==> config.mk <==
export PLATFORM = sky130hd
export DESIGN_NAME = uc_seq_ctrl
export DESIGN_NICKNAME = d
export VERILOG_FILES = /design/src/rtl/uc_pkg.sv /design/src/rtl/uc_ret_stack.sv /design/src/rtl/uc_seq_ctrl.sv
export SDC_FILE = /design/constraint.sdc
export NUM_CORES = 1
export LEC_CHECK = 0
export BUFFER_PORTS_ARGS = -buffer_cell sky130_fd_sc_hd__buf_2
export CORE_ASPECT_RATIO = 1.75
export CORE_MARGIN = 2
export CORE_UTILIZATION = 50
export CTS_CLUSTER_DIAMETER = 120
export CTS_CLUSTER_SIZE = 14
export DETAILED_ROUTE_END_ITERATION = 6
export GPL_TIMING_DRIVEN = 0
export PLACE_DENSITY = 0.7
export SYNTH_ARGS = -nofsm -noshare
export SYNTH_HDL_FRONTEND = slang
export SYNTH_SLANG_ARGS = --single-unit
==> constraint.sdc <==
create_clock -name clk -period 3.51 [get_ports clk]
set_input_delay 0.5265 -clock clk [delete_from_list [all_inputs] [get_ports clk]]
set_output_delay 0.5265 -clock clk [all_outputs]
set_load 0.02 [all_outputs]
==> src/rtl/uc_pkg.sv <==
// Shared definitions for the multi-cycle accumulator CPU control unit:
// opcodes, FSM states, next-PC source encodings and the instruction classifier.
package uc_pkg;

  localparam logic [5:0] OP_FIN  = 6'b111111;
  localparam logic [5:0] OP_NOP  = 6'b111110;
  localparam logic [5:0] OP_JMP  = 6'b001001;
  localparam logic [5:0] OP_JZ   = 6'b001010;
  localparam logic [5:0] OP_JNZ  = 6'b001011;
  localparam logic [5:0] OP_JC   = 6'b011001;
  localparam logic [5:0] OP_JNC  = 6'b011010;
  localparam logic [5:0] OP_CALL = 6'b101001;
  localparam logic [5:0] OP_RET  = 6'b101010;
  localparam logic [5:0] OP_OUTR = 6'b001110;
  localparam logic [5:0] OP_IN   = 6'b011110;

  localparam logic [1:0] SPC_INC = 2'b00;
  localparam logic [1:0] SPC_IMM = 2'b01;
  localparam logic [1:0] SPC_RET = 2'b10;

  typedef enum logic [1:0] {
    ST_FETCH = 2'b00,
    ST_EXEC  = 2'b01,
    ST_HALT  = 2'b10
  } state_t;

  typedef enum logic [3:0] {
    IC_NOP,
    IC_FIN,
    IC_ALU,
    IC_LDI,
    IC_JMP,
    IC_JZ,
    IC_JNZ,
    IC_JC,
    IC_JNC,
    IC_CALL,
    IC_RET,
    IC_OUTI,
    IC_OUTR,
    IC_IN
  } iclass_t;

  // Exact opcodes are matched before the xx0xxx / xx1000 / xx1100 patterns;
  // every exact opcode has bit 3 set, so none of them can alias an ALU op.
  function automatic iclass_t decode(input logic [5:0] code);
    iclass_t cls;
    case (code)
      OP_FIN:  cls = IC_FIN;
      OP_NOP:  cls = IC_NOP;
      OP_JMP:  cls = IC_JMP;
      OP_JZ:   cls = IC_JZ;
      OP_JNZ:  cls = IC_JNZ;
      OP_JC:   cls = IC_JC;
      OP_JNC:  cls = IC_JNC;
      OP_CALL: cls = IC_CALL;
      OP_RET:  cls = IC_RET;
      OP_OUTR: cls = IC_OUTR;
      OP_IN:   cls = IC_IN;
      default: begin
        if (!code[3])                cls = IC_ALU;
        else if (code[2:0] == 3'b000) cls = IC_LDI;
        else if (code[2:0] == 3'b100) cls = IC_OUTI;
        else                          cls = IC_NOP;
      end
    endcase
    return cls;
  endfunction

endpackage

==> src/rtl/uc_ret_stack.sv <==
// Return-address LIFO for CALL/RET. Pushes into a full stack and pops from an
// empty one are ignored; the caller decides how to treat those cases.
module uc_ret_stack #(
  parameter  int PCW         = 10,
  parameter  int STACK_DEPTH = 8,
  localparam int SPW         = $clog2(STACK_DEPTH + 1)
) (
  input  logic           clk,
  input  logic           reset,
  input  logic           push,
  input  logic           pop,
  input  logic [PCW-1:0] push_data,
  output logic [SPW-1:0] sp,
  output logic           full,
  output logic           empty,
  output logic [PCW-1:0] top
);

  localparam int IW = $clog2(STACK_DEPTH);

  logic [PCW-1:0] mem [STACK_DEPTH];
  logic [IW-1:0]  wr_idx;
  logic [IW-1:0]  rd_idx;

  assign full   = (sp == SPW'(STACK_DEPTH));
  assign empty  = (sp == '0);
  assign wr_idx = IW'(sp);
  assign rd_idx = IW'(sp - 1'b1);
  // Raw top entry; only meaningful while the stack is non-empty.
  assign top    = mem[rd_idx];

  always_ff @(posedge clk) begin
    if (reset) begin
      sp <= '0;
    end else if (push && !full) begin
      sp <= sp + 1'b1;
    end else if (pop && !empty) begin
      sp <= sp - 1'b1;
    end
  end

  // NOTE: the storage array is deliberately not reset; sp alone says which
  // entries are live, so clearing the array would only cost reset fan-out.
  always_ff @(posedge clk) begin
    if (push && !full) begin
      mem[wr_idx] <= push_data;
    end
  end

endmodule

==> src/rtl/uc_seq_ctrl.sv <==
// Multi-cycle FETCH/EXEC control unit: registered Z/C flags, carry jumps,
// CALL/RET through a return stack and valid/ready handshakes on the I/O ports.
module uc_seq_ctrl
  import uc_pkg::*;
#(
  parameter  int PCW         = 10,
  parameter  int STACK_DEPTH = 8,
  parameter  int NPORTS      = 4,
  localparam int PSW         = (NPORTS > 1) ? $clog2(NPORTS) : 1
) (
  input  logic              clk,
  input  logic              reset,
  input  logic [5:0]        opcode,
  input  logic [PSW-1:0]    port_idx,
  input  logic [PCW-1:0]    pc_cur,
  input  logic              z_alu,
  input  logic              c_alu,
  output logic [2:0]        op,
  output logic              we3,
  output logic              s_inm,
  output logic              s_e,
  output logic              s_s,
  output logic              s_mem_rd2,
  output logic              pc_we,
  output logic [1:0]        s_pc,
  output logic [PCW-1:0]    ret_addr,
  output logic [NPORTS-1:0] in_ready,
  input  logic [NPORTS-1:0] in_valid,
  output logic [NPORTS-1:0] out_valid,
  input  logic [NPORTS-1:0] out_ready,
  output logic              halted,
  output logic              stack_err
);

  localparam int SPW = $clog2(STACK_DEPTH + 1);

  state_t            state;
  state_t            state_nxt;
  logic [5:0]        ir;
  logic              zr;
  logic              cr;
  iclass_t           cls;
  logic [NPORTS-1:0] port_sel;
  logic              in_hs;
  logic              out_hs;
  logic              flags_we;
  logic              err_set;
  logic              push;
  logic              pop;
  logic [PCW-1:0]    push_data;
  logic [SPW-1:0]    stk_sp;
  logic              stk_full;
  logic              stk_empty;
  logic [PCW-1:0]    stk_top;

  assign cls       = decode(ir);
  assign op        = ir[2:0];
  assign halted    = (state == ST_HALT);
  assign port_sel  = NPORTS'(1) << port_idx;
  // Only the addressed port's handshake bit counts; the others are masked off.
  assign in_hs     = |(in_valid & port_sel);
  assign out_hs    = |(out_ready & port_sel);
  assign push_data = pc_cur + PCW'(1);
  assign ret_addr  = (stk_sp != '0) ? stk_top : '0;

  uc_ret_stack #(
    .PCW         (PCW),
    .STACK_DEPTH (STACK_DEPTH)
  ) u_ret_stack (
    .clk       (clk),
    .reset     (reset),
    .push      (push),
    .pop       (pop),
    .push_data (push_data),
    .sp        (stk_sp),
    .full      (stk_full),
    .empty     (stk_empty),
    .top       (stk_top)
  );

  // NOTE: state is updated with non-blocking assignments so every process
  // sees the pre-edge values regardless of evaluation order.
  always_ff @(posedge clk) begin
    if (reset) begin
      state     <= ST_FETCH;
      ir        <= OP_NOP;
      zr        <= 1'b0;
      cr        <= 1'b0;
      stack_err <= 1'b0;
    end else begin
      state <= state_nxt;
      if (state == ST_FETCH) begin
        ir <= opcode;
      end
      if (flags_we) begin
        zr <= z_alu;
        cr <= c_alu;
      end
      if (err_set) begin
        stack_err <= 1'b1;
      end
    end
  end

  always_comb begin
    // NOTE: every output of this block is defaulted first, so no decode path
    // can leave one unassigned and infer a latch.
    state_nxt = state;
    we3       = 1'b0;
    s_inm     = 1'b0;
    s_e       = 1'b0;
    s_s       = 1'b0;
    s_mem_rd2 = 1'b0;
    pc_we     = 1'b0;
    s_pc      = SPC_INC;
    in_ready  = '0;
    out_valid = '0;
    flags_we  = 1'b0;
    err_set   = 1'b0;
    push      = 1'b0;
    pop       = 1'b0;

    case (state)
      ST_FETCH: state_nxt = ST_EXEC;

      ST_EXEC: begin
        state_nxt = ST_FETCH;
        case (cls)
          IC_FIN: state_nxt = ST_HALT;
          IC_ALU: begin
            we3      = 1'b1;
            pc_we    = 1'b1;
            flags_we = 1'b1;
          end
          IC_LDI: begin
            we3   = 1'b1;
            s_inm = 1'b1;
            pc_we = 1'b1;
          end
          IC_JMP: begin
            pc_we = 1'b1;
            s_pc  = SPC_IMM;
          end
          IC_JZ: begin
            pc_we = 1'b1;
            s_pc  = zr ? SPC_IMM : SPC_INC;
          end
          IC_JNZ: begin
            pc_we = 1'b1;
            s_pc  = zr ? SPC_INC : SPC_IMM;
          end
          IC_JC: begin
            pc_we = 1'b1;
            s_pc  = cr ? SPC_IMM : SPC_INC;
          end
          IC_JNC: begin
            pc_we = 1'b1;
            s_pc  = cr ? SPC_INC : SPC_IMM;
          end
          IC_CALL: begin
            // A stack fault freezes the machine with the PC untouched.
            if (stk_full) begin
              err_set   = 1'b1;
              state_nxt = ST_HALT;
            end else begin
              push  = 1'b1;
              pc_we = 1'b1;
              s_pc  = SPC_IMM;
            end
          end
          IC_RET: begin
            if (stk_empty) begin
              err_set   = 1'b1;
              state_nxt = ST_HALT;
            end else begin
              pop   = 1'b1;
              pc_we = 1'b1;
              s_pc  = SPC_RET;
            end
          end
          IC_OUTI, IC_OUTR: begin
            s_s       = 1'b1;
            s_mem_rd2 = (cls == IC_OUTR);
            out_valid = port_sel;
            if (out_hs) begin
              pc_we = 1'b1;
            end else begin
              state_nxt = ST_EXEC;
            end
          end
          IC_IN: begin
            in_ready = port_sel;
            if (in_hs) begin
              we3   = 1'b1;
              s_e   = 1'b1;
              pc_we = 1'b1;
            end else begin
              state_nxt = ST_EXEC;
            end
          end
          default: pc_we = 1'b1;
        endcase
      end

      ST_HALT: state_nxt = ST_HALT;

      default: state_nxt = ST_FETCH;
    endcase
  end

endmodule

==> run metrics, run 1 <==
Final Skew=0.00821 ns; Slew @ Worst Pin=1.20 ns; crit path launch type=register; R2R Setup Slk=0.53 ns; synth cell count leaders=edfxtp_1, nand2_1, nor2_1, mux4_2; MaxCap Viol Count=0; Hold Vio Cnt, Final=0; placed insts=566; Initial Util=0.511; Psw=610 µW; 1st-pass router iterations=5; fraction of registers with async set/reset=0; clock power share=0.385; sequential cell area fraction in the yosys report=0.566; Finished Layout Cells=582; Core Area=9350 µm²; synthesized instance count=383; worst vdd ir=0.356 mV; fill count=741; initial antenna violation count=0; DRC Markers=0; H-tree Lvls=3; minimum clock period=3.34 ns; Reg area=2700 µm²; layout cell share with drive strength beyond 1=0.289; Area contributors post-synth=edfxtp_1, mux4_2, dfxtp_1; Worst path most repeated cell=buf_6; count leader, synth=edfxtp_1; DIE HEIGHT=133 µm; register share of total power=0.510; total number of vias=3,513; Post-Syn Area=4780 µm²; Die Area=10,400 µm²; area grow syn2layout=16.6%; fin worst setup slack=0.167 ns; Synthesized Nets=416; setup TNS=0 ns; Worst Path Arrival=2.82 ns; routability cong.=0.845; first-pass GRT wire length=18,200 µm; Worst Path Class, Setup=reg2out; pre-CTS WS=-0.175 ns; mean routed wirelength per cell=19.8 µm; TritonCTS clock tree=built; post-synthesis cell type count=58; status=finished, final reports clean; Multi-input gate area=1890 µm²; worst-path cell chain=buf_6 > buf_6 > inv_1 > ha_2 > buf_4 > mux4_2 > a221oi_1 > a31oi_1 > buf_2; WHS Path Cells=2; final net count=488; pwr/cell area=438 nW/µm²; vias in the first global route=3,581; Critical R2R Launch=ir[0]$_SDFFE_PP0N_; DRT antenna net count=0; Max Buffers Root-to-Sink=2; Logic pwr share=0.105; Top Ports=61; Final Slew Violations=0; vias per std cell=6.04; min-delay src=opcode[3]; final WL=11,500 µm; worst min path class=in2reg; FMAX=0.299 GHz; slowest stage delay, CP=0.41 ns; Antenna Diode Count=0; number of synthesized flops with an enable pin=80; Site Rows=47; fin crit share=0.952; CP max FO=10; Congestion Overflow GR=0; clock sinks=95; I/O Buffers=59; gr usage total=0.234; Worst-Skew Late Latency=0.35 ns; Slowest cell on crit path=ha_2; Layout Utilization=0.596; Yosys warning count=0; Int Pwr=1830 µW; Iter 0 DRT Violations=194; Sw Ratio=0.250; Clock transition at path regs=0.07 ns; Post-CTS Setup Repair Bufs=0; unrepaired setup endpoints after global routing=false; Tot Pwr=2440 µW; worst flop-to-flop path endpoint=u_ret_stack.mem[1][0]$_DFFE_PP_; Slew HR=0.197; Synth top area share=0.503; Worst Reg-to-Reg Cells=4; Yosys reg bits=95; largest net degree at the start of global routing=19; clk root buf=clkbuf_16; Synth area leader=edfxtp_1; crit end category=output pin; die width=77.9 µm; leak pwr=0.00198 µW; Finish-stage setup viols=0; Syn Area/Cell=12.5 µm²; Post-DP HPWL=8320 µm; Main synth FF type=edfxtp_1; hold_buf cts=0; Hold Crit Endpoint=ir[3]$_SDFFE_PP1N_; Crit path required time=2.98 ns; CTS Buf Count=9
## routing by layer
layer  vias to the layer above  routed length, µm  track usage
met4                         0                467        0.127
met5                         -                  0            0
met3                        32                611       0.0427
met1                      1717               3980        0.237
li1                       1614                  -            -
met2                       150               6480        0.441
## registers in the layout (all words and copies together), names as in the netlist
register / cells
u_ret_stack.sp: 4
ir: 6
state: 2
stack_err: 1
u_ret_stack.mem: 80
cr: 1
zr: 1
## cell usage in the layout, fill, tap and decap left out, drive strengths merged, types with 13 or more instances in the layout
master,count
buf,78
edfxtp,80
nor2b,14
clkbuf,25
nor2,28
a21oi,16
mux4,22
nand2,39
dfxtp,15
nand3,13
## cell type report
cell class / instances / share of cell area
Clock buffer: 9 / 0.0404
Clock inverter: 7 / 0.0117
Inverter: 7 / 0.00472
Buffer: 33 / 0.0333
Sequential cell: 95 / 0.485
Tap cell: 122 / 0.0274
Timing Repair Buffer: 61 / 0.0571
Multi-Input combinational cell: 248 / 0.340
## repair_timing
action / CTS / global route
endpoints found under the setup margin: 10 / 8
resized for setup: 6 / 3
endpoints found under the hold margin: 0 / 0
## cell families (layout without fill, tap and decap cells)
| logic type | count (synthesis) | after routing | synth area share |
|---|---|---|---|
| flip-flops | 95 | 95 | 0.566 |
| AND/OR/NAND/NOR | 137 | 137 | 0.144 |
| AO/OA/AOI/OAI | 72 | 72 | 0.111 |
| buffers and inverters | 40 | 117 | 0.0401 |
| XOR/XNOR | 10 | 10 | 0.0183 |
| multiplexers | 26 | 26 | 0.113 |
| adder cells (fa/ha/maj) | 3 | 3 | 0.00786 |
## power by group through the flow
| stage | logic [µW] | registers [µW] | clock network [µW] |
|---|---|---|---|
| global placement | 245 | 1270 | 0 |
| global route | 278 | 1250 | 1000 |
| floorplan | 176 | 1270 | 0 |
| finish | 256 | 1250 | 939 |
| detailed placement | 253 | 1270 | 0 |
| CTS | 253 | 1250 | 955 |
## through the flow
step / hold WS, ns / instance area, µm²
final: 0.379 / 5570
after global routing: 0.380 / 5570
after CTS: 0.376 / 5560
after detailed placement: 0.505 / 5260
after global placement: 0.487 / 5220
after floorplan: 0.472 / 4780
## worst max-delay path: cells and delay by family (launching register included)
kind            cells  cell delay, ns
compound gates      2            0.45
fa+ha+maj           1            0.41
buf+inv             5            0.90
flops               1            0.36
mux                 1            0.34
## worst max-delay path by stage
| stage | endpoint | slack, ns | startpoint |
|---|---|---|---|
| after floorplan | ret_addr[2] | 0.61 | u_ret_stack.sp[0]$_SDFFE_PP0P_ |
| after global placement | u_ret_stack.mem[0][5]$_DFFE_PP_ | -0.25 | u_ret_stack.sp[0]$_SDFFE_PP0P_ |
| after detailed placement | ret_addr[8] | -0.17 | u_ret_stack.sp[0]$_SDFFE_PP0P_ |
| after CTS | ret_addr[2] | 0.03 | u_ret_stack.sp[0]$_SDFFE_PP0P_ |
| after global routing | ret_addr[7] | 0.04 | u_ret_stack.sp[0]$_SDFFE_PP0P_ |
| final | ret_addr[8] | 0.17 | u_ret_stack.sp[0]$_SDFFE_PP0P_ |
Note: power is estimated with default switching activity, not from simulation.
==> inputs of run 2 (changes only) <==
--- a/config.mk
+++ b/config.mk
@@ -6,6 +6,7 @@
 export NUM_CORES = 1
 export LEC_CHECK = 0
 export BUFFER_PORTS_ARGS = -buffer_cell sky130_fd_sc_hd__buf_2
+export CAP_MARGIN = 5
 export CORE_ASPECT_RATIO = 1.75
 export CORE_MARGIN = 2
 export CORE_UTILIZATION = 50
@@ -13,7 +14,7 @@
 export CTS_CLUSTER_SIZE = 14
 export DETAILED_ROUTE_END_ITERATION = 6
 export GPL_TIMING_DRIVEN = 0
-export PLACE_DENSITY = 0.7
+export PLACE_DENSITY_LB_ADDON = 0.05
 export SYNTH_ARGS = -nofsm -noshare
 export SYNTH_HDL_FRONTEND = slang
 export SYNTH_SLANG_ARGS = --single-unit
==> run 2 against run 1 <==
Combinational power about the same. Critical endpoint is now ret_addr[5]. Routed wire length increased by 2.6%. Fmax decreased by 0.23%. Clock skew about the same. First-iteration DRC count increased by 1.0%. Largest power group unchanged. Largest cell class unchanged.
==> run metrics, run 2 (synthesis results as in run 1) <==
status=finished, final reports clean; top sig layer=met4; min-delay src=opcode[4]; worst-path cell chain=buf_6 > buf_6 > inv_1 > ha_2 > buf_4 > mux4_2 > a221oi_1 > a31oi_1 > buf_2; worst flop-to-flop path endpoint=u_ret_stack.mem[2][2]$_DFFE_PP_; Antenna Diode Count=0; fin crit share=0.955; CP max FO=10; mean routed wirelength per cell=20.3 µm; worst min path class=in2reg; H-tree Lvls=3; total number of vias=3,492; Finish-stage setup viols=0; Top Ports=61; first-pass GRT wire length=18,600 µm; Worst Path Arrival=2.82 ns; MaxCap Viol Count=0; routed length on met2=6770 µm; 1st-pass router iterations=4; Site Rows=47; DIE HEIGHT=133 µm; Congestion Overflow GR=0; Final Slew Violations=0; largest net degree at the start of global routing=16; clock sinks=95; FMAX=0.298 GHz; R2R Setup Slk=0.27 ns; DRC Markers=0; Final Skew=0.00828 ns; largest registers=u_ret_stack.mem x80, ir x6, u_ret_stack.sp x4; Max Buffers Root-to-Sink=2; Crit path required time=2.98 ns; Iter 0 DRT Violations=196; Worst Path Class, Setup=reg2out; vias per std cell=6.00; clk root buf=clkbuf_16; unrepaired setup endpoints after global routing=false; Core Area=9350 µm²; WHS Path Cells=2; Largest Register=u_ret_stack.mem; DRT antenna net count=0; CTS Buf Count=9; WL met3=422 µm; final WL=11,800 µm; Slew HR=0.148; Worst path most repeated cell=buf_6; pwr/cell area=441 nW/µm²; Worst-Skew Late Latency=0.34 ns; M1 WL=4230 µm; Die Area=10,400 µm²; Layout Utilization=0.596; Tot Pwr=2460 µW; Critical R2R Launch=ir[5]$_SDFFE_PP1N_; Worst Reg-to-Reg Cells=6; die width=77.9 µm; highest-count cells in the layout ignoring fill and taps=edfxtp_1, buf_2, nand2_1, nor2_1, mux4_2; Slew @ Worst Pin=1.27 ns; I/O Buffers=59; vias in the first global route=3,539; final net count=488; gr usage total=0.241; Initial Util=0.511; Crit path max-delay family=buffers and inverters; minimum clock period=3.35 ns; most common cell after layout, fill and taps aside=edfxtp_1; worst vdd ir=0.480 mV; Post-DP HPWL=8600 µm; TritonCTS clock tree=built; Clock transition at path regs=0.07 ns; Slowest cell on crit path=ha_2; leak pwr=0.00198 µW; crit end category=output pin; slowest stage delay, CP=0.42 ns; max reg flops=80; crit path launch type=register; Hold Crit Endpoint=ir[4]$_SDFFE_PP1N_; Post-CTS Setup Repair Bufs=0; Hold Vio Cnt, Final=0; area grow syn2layout=16.7%; layout cell share with drive strength beyond 1=0.285; routability cong.=0.881; initial antenna violation count=0; Buf/Inv on CP=5
==> run 2: worst max-delay path by stage <==
stage | from | to | slack, ns | depth (start not counted)
2_1_floorplan | u_ret_stack.sp[0]$_SDFFE_PP0P_ | ret_addr[2] | 0.61 | 8
3_3_place_gp | u_ret_stack.sp[0]$_SDFFE_PP0P_ | u_ret_stack.mem[0][2]$_DFFE_PP_ | -0.30 | 7
3_5_place_dp | u_ret_stack.sp[0]$_SDFFE_PP0P_ | ret_addr[5] | -0.20 | 9
4_1_cts | u_ret_stack.sp[0]$_SDFFE_PP0P_ | ret_addr[5] | 0.0004 | 9
5_1_grt | u_ret_stack.sp[0]$_SDFFE_PP0P_ | ret_addr[4] | 0.04 | 9
6_report | u_ret_stack.sp[0]$_SDFFE_PP0P_ | ret_addr[5] | 0.16 | 9
==> run 2: layer usage <==
layer / vias up / track usage
met1: 1744 / 0.244
met4: 0 / 0.124
li1: 1605 / -
met3: 30 / 0.0386
met2: 113 / 0.459
met5: - / 0
==> run 2: metrics by stage <==
| step | instances | cell area (µm²) | worst slack [ns] | TNS [ns] | hold WS (ns) |
|---|---|---|---|---|---|
| 3_5_place_dp | 566 | 5260 | -0.203 | -1.43 | 0.467 |
| 2_1_floorplan | 383 | 4780 | 0.615 | 0 | 0.472 |
| 4_1_cts | 582 | 5570 | 0.000384 | 0 | 0.382 |
| 5_1_grt | 582 | 5580 | 0.0356 | 0 | 0.393 |
| 3_3_place_gp | 564 | 5220 | -0.303 | -4.30 | 0.460 |
| 6_report | 582 | 5580 | 0.159 | 0 | 0.382 |
==> run 2: repair_timing <==
action                     CTS  global route
hold buffers                 0             0
setup endpoints to repair   10            10
resized for setup            7             3
gates cloned                 0             0
==> run 2: power breakdown <==
group          leakage (µW)  internal, µW  switching [µW]  total, µW
Combinational      0.000996          97.8             161        258
Sequential         0.000842          1240            8.87       1250
Clock              0.000144           550             406        956
Total               0.00198          1880             576       2460
==> run 2: layout make-up <==
cell class,instances,area (µm²)
fill,766,3770
sequential,95,2700
multi-input combinational,248,1890
timing repair buffer,61,318
clock buffer,10,229
buffer,33,191
tap,122,153
clock inverter,6,61.3
inverter,7,26.3
==> inputs of run 3 (changes only) <==
--- a/config.mk
+++ b/config.mk
@@ -5,6 +5,7 @@
 export SDC_FILE = /design/constraint.sdc
 export NUM_CORES = 1
 export LEC_CHECK = 0
+export ABC_AREA = 1
 export BUFFER_PORTS_ARGS = -buffer_cell sky130_fd_sc_hd__buf_2
 export CAP_MARGIN = 5
 export CORE_ASPECT_RATIO = 1.75
@@ -15,6 +16,7 @@
 export DETAILED_ROUTE_END_ITERATION = 6
 export GPL_TIMING_DRIVEN = 0
 export PLACE_DENSITY_LB_ADDON = 0.05
+export SKIP_LAST_GASP = 1
 export SYNTH_ARGS = -nofsm -noshare
 export SYNTH_HDL_FRONTEND = slang
 export SYNTH_SLANG_ARGS = --single-unit
==> run 3 against run 2 <==
Cell area decreased by 2.5%. Largest cell class unchanged. Flip-flop and latch count is the same. Non-clock buffer count shrank 12. Core utilization increased by 0.13 points. Largest power group unchanged. Synthesized cell count up 29%. Clock-buffer cell count is 1 lower. Critical path type unchanged. Register-to-register slack improved by 0.34 ns. Global-route usage shrank 0.98 points. Sequential power about the same.
==> run metrics, run 3 <==
Post-Syn Area=4710 µm²; post-synthesis xor/xnor area fraction=0.0204; post-synthesis cell type count=33; final WL=11,300 µm; Slew HR=0.257; Antenna Diode Count=0; Crit path required time=2.98 ns; TritonCTS clock tree=built; Core Area=9090 µm²; Synthesized Nets=527; post-CTS sizing=0; Slew @ Worst Pin=1.11 ns; Clock transition at path regs=0.07 ns; Max Buffers Root-to-Sink=2; clock sinks=95; worst flop-to-flop path endpoint=u_ret_stack.mem[0][5]$_DFFE_PP_; Worst Reg-to-Reg Cells=9; unrepaired setup endpoints after global routing=false; vias per std cell=5.33; top sig layer=met4; H-tree Lvls=3; max reg flops=80; mean routed wirelength per cell=16.4 µm; CTS Buf Count=9; Top Ports=61; final net count=595; Buf/Inv on CP=5; most common cell after layout, fill and taps aside=nor2_1; largest registers=u_ret_stack.mem x80, ir x6, u_ret_stack.sp x4; I/O Buffers=58; DRC Markers=0; Worst Path Class, Setup=reg2out; Worst-Skew Late Latency=0.34 ns; Slowest cell on crit path=buf_1; worst vdd ir=0.468 mV; fin crit share=0.940; R2R Setup Slk=0.61 ns; Hold Crit Endpoint=ir[1]$_SDFFE_PP1N_; pwr/cell area=437 nW/µm²; Synth top area share=0.510; Initial Util=0.518; fill count=847; routability cong.=0.814; count leader, synth=nor2_1; WHS Path Cells=3; synth cell count leaders=nor2_1, edfxtp_1, o21ai_0, nand2_1, inv_1; Post-DP HPWL=8550 µm; Area contributors post-synth=edfxtp_1, nor2_1, o21ai_0; worst min path class=in2reg; fraction of registers with async set/reset=0; Main synth FF type=edfxtp_1; Synth area leader=edfxtp_1; crit path launch type=register; first-pass GRT wire length=18,200 µm; CP max FO=10; Largest Register=u_ret_stack.mem; Synth Area in Compound Gates=0.118; clk root buf=clkbuf_16; Critical R2R Launch=u_ret_stack.sp[0]$_SDFFE_PP0P_; status=finished, final reports clean; M1 WL=3980 µm; largest net degree at the start of global routing=18; Crit path max-delay family=buffers and inverters; Worst Path Arrival=2.77 ns; hold_buf cts=0; die width=77.4 µm; Post-Synth Adder-Cell Area=0.00796; FMAX=0.303 GHz; slowest stage delay, CP=0.42 ns; setup TNS=0 ns; Iter 0 DRT Violations=148; DIE HEIGHT=132 µm; DP Area=5150 µm²; Syn Area/Cell=9.54 µm²; Yosys reg bits=95; crit end category=output pin; sequential cell area fraction in the yosys report=0.573; layout cell share with drive strength beyond 1=0.222; Hold Vio Cnt, Final=0; initial antenna violation count=0; total number of vias=3,664; number of synthesized flops with an enable pin=80; Die Area=10,300 µm²; 1st-pass router iterations=4; DRT antenna net count=0; Post-CTS Setup Repair Bufs=0; vias in the first global route=3,804; area grow syn2layout=15.3%; Finish-stage setup viols=0; Yosys warning count=0; largest family of logic cells by synthesized area=simple AND/OR/NAND/NOR gates; final non-filler cell area=5430 µm²; MaxCap Viol Count=0; mux cell area share after synthesis=0; leak pwr=0.00224 µW; Final Skew=0.00683 ns; routed length on met2=6450 µm; Site Rows=46; Final Slew Violations=0; worst-path cell chain=buf_2 > inv_2 > buf_2 > ha_1 > buf_1 > nor2_1 > o21ai_0 > o21ai_0 > o21ai_0 > a21oi_1 > buf_2; synthesized instance count=494; highest-count cells in the layout ignoring fill and taps=nor2_1, edfxtp_1, buf_2, o21ai_0, nand2_1; minimum clock period=3.30 ns; gr usage total=0.231; WL met3=392 µm; Simple-Gate Fraction of Synth Area=0.216; Congestion Overflow GR=0; min-delay src=opcode[1]
==> run 3: cell count changes in the layout (fill, tap and decap cells not counted), moves of 8 or more <==
cell,previous run,this run
a221oi_1,10,0
nand3_1,13,26
a31oi_1,11,0
nand2b_1,8,0
inv_2,0,9
clkbuf_1,16,4
nand2_1,38,53
o22ai_1,0,11
o21ai_0,6,62
nor2_1,28,97
mux4_2,22,0
inv_1,7,38
nor2b_1,14,0
==> run 3: metal layers <==
| metal | vias up | global-route usage |
|---|---|---|
| li1 | 1820 | - |
| met4 | 0 | 0.119 |
| met1 | 1720 | 0.228 |
| met2 | 97 | 0.451 |
| met5 | - | 0 |
| met3 | 27 | 0.0327 |
==> run 3: worst max-delay path by stage <==
stage	start	end	slack, ns	depth (start not counted)
6_report	u_ret_stack.sp[0]$_SDFFE_PP0P_	ret_addr[3]	0.21	11
4_1_cts	u_ret_stack.sp[0]$_SDFFE_PP0P_	ret_addr[5]	0.15	11
2_1_floorplan	u_ret_stack.sp[0]$_SDFFE_PP0P_	ret_addr[1]	1.03	10
3_3_place_gp	u_ret_stack.sp[0]$_SDFFE_PP0P_	ret_addr[5]	0.56	11
5_1_grt	u_ret_stack.sp[0]$_SDFFE_PP0P_	ret_addr[2]	0.03	11
3_5_place_dp	u_ret_stack.sp[0]$_SDFFE_PP0P_	ret_addr[5]	0.54	11
==> run 3: final cells by class <==
| type | instances | area (µm²) | share of cell area |
|---|---|---|---|
| plain buffers | 24 | 124 | 0.0228 |
| clock buffers | 9 | 225 | 0.0414 |
| clock inverters | 7 | 56.3 | 0.0104 |
| inverters | 47 | 176 | 0.0325 |
| multi-input cells | 327 | 1710 | 0.315 |
| flip-flops and latches | 95 | 2700 | 0.497 |
| well taps | 120 | 150 | 0.0276 |
| repair buffers | 58 | 290 | 0.0534 |
==> run 3: kinds of logic after synthesis <==
family | count (synthesis)
compound gates | 107
flops | 95
buf+inv | 72
xor+xnor | 11
simple gates | 206
fa+ha+maj | 3
==> run 3: where the power goes <==
part           total, µW  leakage (µW)  switching [µW]  internal (µW)
sequential          1250      0.000842            14.7           1240
combinational        205       0.00127             140           64.9
clock                921      0.000132             432            489
==> run 3: worst register-to-register path: stages, from the launching register on <==
cell	delay, ns
dfxtp_1	0.33
buf_2	0.19
inv_2	0.11
buf_2	0.23
ha_1	0.29
nand3_2	0.15
nand3_4	0.13
nor2_8	0.16
nand2_4	0.09
nor2_1	0.84
==> run 3: metrics by stage <==
stage | total power, µW | cells | util | hold WS, ns | setup slack [ns]
4_1_cts | 2390 | 688 | 0.598 | 0.394 | 0.152
3_3_place_gp | 1480 | 672 | 0.567 | 0.457 | 0.558
3_5_place_dp | 1480 | 672 | 0.567 | 0.470 | 0.544
2_1_floorplan | 1420 | 494 | - | 0.450 | 1.03
5_1_grt | 2450 | 687 | 0.598 | 0.410 | 0.0272
6_report | 2380 | 687 | 0.598 | 0.406 | 0.211
